--- config.mk ---
export PLATFORM = sky130hd
export DESIGN_NAME = conv_line_feeder
export DESIGN_NICKNAME = d
export VERILOG_FILES = /design/src/rtl/conv_line_feeder.sv
export SDC_FILE = /design/constraint.sdc
export NUM_CORES = 2
export LEC_CHECK = 0
export CORE_MARGIN = 2
export CORE_UTILIZATION = 60
export CTS_CLUSTER_SIZE = 10
export DETAILED_ROUTE_END_ITERATION = 8
export PLACE_DENSITY = 0.77
export SYNTH_ARGS = -nofsm -noshare
export SYNTH_HDL_FRONTEND = slang
export SYNTH_SLANG_ARGS = --single-unit
export TNS_END_PERCENT = 30
--- constraint.sdc ---
create_clock -name clk -period 25.7 [get_ports clk]
set_input_delay 2.57 -clock clk [delete_from_list [all_inputs] [get_ports clk]]
set_output_delay 2.57 -clock clk [all_outputs]
set_load 0.02 [all_outputs]
--- src/rtl/conv_line_feeder.sv ---
// conv_line_feeder
//
// Streaming line buffer that sits directly in front of the convolution
// window register. Pixels arrive one per handshake in row-major order. The
// block keeps the previous K_H-1 rows and, for every accepted pixel, emits
// one K_H-tall column as a single-cycle load pulse on the next cycle.
//
// Ports:
//   clk          rising-edge clock
//   rst          asynchronous, active-high reset
//   in_valid     input pixel valid
//   in_ready     feeder can accept a pixel (combinational: !stall && !rst)
//   in_data      8-bit unsigned input pixel
//   stall        downstream cannot take a column this cycle
//   out_load_en  one-cycle pulse, out_col is valid
//   out_col      K_H pixels; [0] oldest row, [K_H-1] current row
//   win_valid    this column completes a full K_H x K_W window
//   out_row      row index of the current-row pixel in out_col
//   out_col_idx  column index of out_col
//   frame_done   pulses with the last column of the frame
//
// K_H must be at least 2, IMG_W >= K_W and IMG_H >= K_H.
module conv_line_feeder #(
  parameter int K_H   = 3,
  parameter int K_W   = 3,
  parameter int IMG_W = 28,
  parameter int IMG_H = 28
) (
  input  logic                       clk,
  input  logic                       rst,
  input  logic                       in_valid,
  output logic                       in_ready,
  input  logic [7:0]                 in_data,
  input  logic                       stall,
  output logic                       out_load_en,
  output logic [0:K_H-1][7:0]        out_col,
  output logic                       win_valid,
  output logic [$clog2(IMG_H)-1:0]   out_row,
  output logic [$clog2(IMG_W)-1:0]   out_col_idx,
  output logic                       frame_done
);

  localparam int RW = $clog2(IMG_H);
  localparam int CW = $clog2(IMG_W);

  localparam logic [CW-1:0] COL_LAST  = CW'(IMG_W - 1);
  localparam logic [CW-1:0] KW_LAST   = CW'(K_W - 1);
  localparam logic [RW-1:0] ROW_LAST  = RW'(IMG_H - 1);
  localparam logic [RW-1:0] FILL_LAST = RW'(K_H - 2);

  typedef enum logic {
    FILL,
    STREAM
  } state_e;

  state_e state_q, state_d;

  // line_q[0] holds the oldest stored row, line_q[K_H-2] the most recent one
  logic [7:0] line_q [0:K_H-2][0:IMG_W-1];
  logic [7:0] line_d [0:K_H-2][0:IMG_W-1];

  logic [RW-1:0] row_q, row_d;
  logic [CW-1:0] col_q, col_d;

  logic                load_en_q, load_en_d;
  logic [0:K_H-1][7:0] out_col_q, out_col_d;
  logic                win_valid_q, win_valid_d;
  logic [RW-1:0]       out_row_q, out_row_d;
  logic [CW-1:0]       out_col_idx_q, out_col_idx_d;
  logic                frame_done_q, frame_done_d;

  logic accept;
  logic last_col;
  logic last_row;

  assign in_ready = !stall && !rst;
  assign accept   = in_valid && in_ready;
  assign last_col = (col_q == COL_LAST);
  assign last_row = (row_q == ROW_LAST);

  // Next-state logic. Outputs default to a bubble; only an accepted pixel
  // produces a column. Being in STREAM is equivalent to r >= K_H-1, so the
  // state doubles as the row half of the window-valid qualification.
  always_comb begin
    state_d       = state_q;
    line_d        = line_q;
    row_d         = row_q;
    col_d         = col_q;
    load_en_d     = 1'b0;
    out_col_d     = out_col_q;
    win_valid_d   = 1'b0;
    out_row_d     = out_row_q;
    out_col_idx_d = out_col_idx_q;
    frame_done_d  = 1'b0;

    if (accept) begin
      load_en_d     = 1'b1;
      out_row_d     = row_q;
      out_col_idx_d = col_q;
      for (int i = 0; i < K_H - 1; i++) begin
        out_col_d[i] = line_q[i][col_q];
      end
      out_col_d[K_H-1] = in_data;
      win_valid_d  = (state_q == STREAM) && (col_q >= KW_LAST);
      frame_done_d = (state_q == STREAM) && last_row && last_col;

      // Each stored row at this column moves one step older
      for (int i = 0; i < K_H - 2; i++) begin
        line_d[i][col_q] = line_q[i+1][col_q];
      end
      line_d[K_H-2][col_q] = in_data;

      if (last_col) begin
        col_d = '0;
        row_d = last_row ? '0 : row_q + 1'b1;
      end else begin
        col_d = col_q + 1'b1;
      end

      case (state_q)
        FILL: begin
          if (last_col && (row_q == FILL_LAST)) begin
            state_d = STREAM;
          end
        end
        STREAM: begin
          // Wiping the rows here means pixel (0,0) of the next frame,
          // even back-to-back, sees only zeros above it
          if (last_row && last_col) begin
            state_d = FILL;
            for (int i = 0; i < K_H - 1; i++) begin
              for (int j = 0; j < IMG_W; j++) begin
                line_d[i][j] = '0;
              end
            end
          end
        end
        default: state_d = FILL;
      endcase
    end
  end

  // All state, including the registered outputs, updates here
  always_ff @(posedge clk or posedge rst) begin
    if (rst) begin
      state_q       <= FILL;
      line_q        <= '{default: '0};
      row_q         <= '0;
      col_q         <= '0;
      load_en_q     <= 1'b0;
      out_col_q     <= '0;
      win_valid_q   <= 1'b0;
      out_row_q     <= '0;
      out_col_idx_q <= '0;
      frame_done_q  <= 1'b0;
    end else begin
      state_q       <= state_d;
      line_q        <= line_d;
      row_q         <= row_d;
      col_q         <= col_d;
      load_en_q     <= load_en_d;
      out_col_q     <= out_col_d;
      win_valid_q   <= win_valid_d;
      out_row_q     <= out_row_d;
      out_col_idx_q <= out_col_idx_d;
      frame_done_q  <= frame_done_d;
    end
  end

  assign out_load_en = load_en_q;
  assign out_col     = out_col_q;
  assign win_valid   = win_valid_q;
  assign out_row     = out_row_q;
  assign out_col_idx = out_col_idx_q;
  assign frame_done  = frame_done_q;

endmodule

==> metrics.cfg <==
[final_layout]
fillCellCount = 3048
layout.nets = 2248
stdcell_count = 2752
synthToLayoutAreaGrowth_pct = 8.20
antenna_cells = 0
drive_gt1_share_pct = 9.67

[clock_tree]
clock_path_buffers = 3
cts_resized = 0
cts_made_buffers = 55
cts_tree = done
cts_hold_buf = 0
cts_setup_buffers = 0
htree_levels = 2
cts.clk_slew.worst_paths_ps = 50
cts.sinks = 496
clk_latency_ps = 600
cts_root_buf = clkbuf_16

[sta]
setup_violations = 0
fin_ws_ps = 19160
period_needed_ps = 6540
min_period_over_period_pct = 25.5
worst_pin_slew_ps = 1350
slew_headroom_pct = 8.91
rsz0062_at_grt = false
tns_ps = 0
hold_viol_final = 0
skew_ps = 15.0
fmax_mhz = 153
drv_slew = 0

[synth]
ys_warn_count = 0
postSynthCellCount = 2287
synthArstFlopShare_pct = 100
ys_seq_elements = 496
synthTopCellsByArea = dfrtp_1, nand2_1, mux2i_1, a21oi_1, mux4_2
yosysTopAreaCellShare_pct = 53.5
ys.flop_type = dfrtp_1
synth_cell_types = 63
synth_top_area_cell = dfrtp_1
synth_edf_count = 0
syn_avg_cell_area_um2 = 10.1
yosysSeqAreaShare_pct = 53.5
syn_nets = 2305
syn-cell-area_um2 = 23200

[place]
dp.cells = 2691
port_buffers = 49
dpl.hpwl_um = 41400
dp_slack_ps = 18920
routabilityCongestion = 0.906

[floorplanning]
start_util_pct = 60.5
die_area_um2 = 40300
rows = 72
io_pins = 50
coreArea_um2 = 38400
die_x_um = 201
die_height_um = 201

[drt]
drt_iter0_drc = 1802
antenna_left = 0
dr.pass1.iters = 6
vias_per_cell = 6.55
wl_per_cell_um = 24.0
vias = 18000
wirelength_um = 65900
drc = 0

[worst_setup_path]
endpoint_kind = primary output
path_class = in2out
cp_max_fo = 4
startpoint_type = primary input
slowest_stage = clkdlybuf4s50_1
critPathRequiredTime_ps = 23130
cp.arrival_ps = 3980
cpPeakStageDelay_ps = 630
crit_top_cell = clkdlybuf4s50_1
cp_cell_sequence = clkdlybuf4s50_1 -> nor2_1 -> clkdlybuf4s50_1

[flow_run]
max-cap-violations = 0

[power]
p_leak_uw = 0.0110
pwr_density_cell_nw_per_um2 = 90.3
vdd_ir_drop_max_uv = 50.6

[run_status]
outcome = completed

[grt]
antenna_found_initial = 0
grt_max_degree = 131
overflow = 0
grt_pass1_wl_um = 103000
grt_pass1_vias = 18200
gr-usage-all-layers_pct = 33.0

[min_path]
hp-class = reg2reg

area by class of cell:
cell class                      count  area, µm²  area share (%)
Sequential cell                   496      12400            49.5
Multi-Input combinational cell   1588       9800            39.0
Timing Repair Buffer               83        758            3.02
Clock buffer                       61       1450            5.78
Tap cell                          518        648            2.58
Inverter                            6       35.0           0.140
metrics by stage:
step | hold WS [ps] | instance area (µm²) | power [µW] | util (%)
6_report | 474 | 25100 | 2270 | 65.4
2_1_floorplan | 445 | 23200 | 1390 | -
3_5_place_dp | 463 | 23700 | 1580 | 61.6
4_1_cts | 477 | 25100 | 2250 | 65.4
3_3_place_gp | 458 | 23700 | 1560 | 61.6
5_1_grt | 495 | 25100 | 2350 | 65.4
routing by layer:
layer / share of wire (%) / up-vias / track usage, %
met3: 9.8 / 187 / 7.81
met2: 46 / 922 / 50.4
li1: - / 7930 / -
met5: 0 / - / 0
met1: 39 / 8990 / 44.9
met4: 4.7 / 0 / 16.3
worst max-delay path, delay by kind of cell:
kind	cells	cell delay (ps)
buffers and inverters	2	1180
and+or+nand+nor	1	220
worst paths after layout:
check / start / end / slack (ps) / cells after the start
max: rst / in_ready / 19160 / 3
min: out_col[4] / out_col[4] / 470 / 2
max reg2reg: col_q[1] / line_q[184] / 20700 / 8
min reg2reg: out_col[4] / out_col[4] / 470 / 2
max in group asynchronous: rst / line_q[168] / 20610 / 4
min in group asynchronous: rst / out_col_idx[0] / 2670 / 2
placed cells by master, fill, tap and decap left out, types with 5 or more instances in the layout:
cell type | netlist | final
nor2_1 | 67 | 67
clkdlybuf4s50_1 | 0 | 49
o22a_1 | 12 | 12
nor3_1 | 11 | 11
and3b_1 | 5 | 5
ha_1 | 6 | 6
a22oi_1 | 16 | 16
and3_1 | 5 | 5
o2bb2ai_1 | 57 | 57
nor2_2 | 5 | 5
nand2_1 | 488 | 487
o21ai_1 | 13 | 13
o22ai_1 | 40 | 40
o21ai_2 | 40 | 40
o21ai_0 | 127 | 127
a21oi_1 | 223 | 223
buf_4 | 15 | 33
o32ai_1 | 7 | 7
a22o_1 | 9 | 9
nor2b_1 | 5 | 5
mux2_2 | 7 | 7
mux4_2 | 47 | 47
nand2b_1 | 8 | 8
clkbuf_16 | 0 | 57
mux2i_1 | 153 | 153
and2_1 | 5 | 5
dfrtp_1 | 496 | 494
nand3_1 | 170 | 170
kinds of logic after synthesis:
kind of cell / count (synthesis) / synth area share, %
flops: 496 / 53.5
compound gates: 571 / 15.2
buf+inv: 203 / 4.35
fa+ha+maj: 6 / 0.324
xor+xnor: 1 / 0.0378
simple gates: 803 / 15.1
mux: 207 / 11.5
sequential cells by signal, indices dropped and copies added, names as in the netlist:
signal       cells
col_q            5
frame_done       1
line_q         448
out_col         24
out_col_idx      5
out_load_en      1
out_row          5
row_q            5
state_q          1
win_valid        1
report_power, final:
group	switching, µW	internal (µW)	leakage (µW)
combinational	412	207	0.00351
sequential	70.9	895	0.00679
clock	291	390	0.000713
total	774	1490	0.0110
cell usage after synthesis (3+ instances only):
library cell	number
dfrtp_1	496
nand2_1	488
a21oi_1	223
nand3_1	170
mux2i_1	153
o21ai_0	127
clkbuf_1	94
buf_2	68
nor2_1	67
o2bb2ai_1	57
mux4_2	47
o21ai_2	40
o22ai_1	40
a22oi_1	16
buf_4	15
buf_6	14
o21ai_1	13
o22a_1	12
nor3_1	11
a22o_1	9
nand2b_1	8
mux2_2	7
o32ai_1	7
buf_1	6
ha_1	6
and2_1	5
and3_1	5
and3b_1	5
nor2_2	5
nor2b_1	5
a211o_1	4
a31oi_1	4
inv_1	4
nand4bb_1	4
nor2b_2	4
nor4_1	4
a211oi_2	3
a221oi_1	3
a31oi_2	3
nand4b_1	3
o21a_1	3
or3_1	3
No activity file was read; power rests on OpenSTA's default activity.
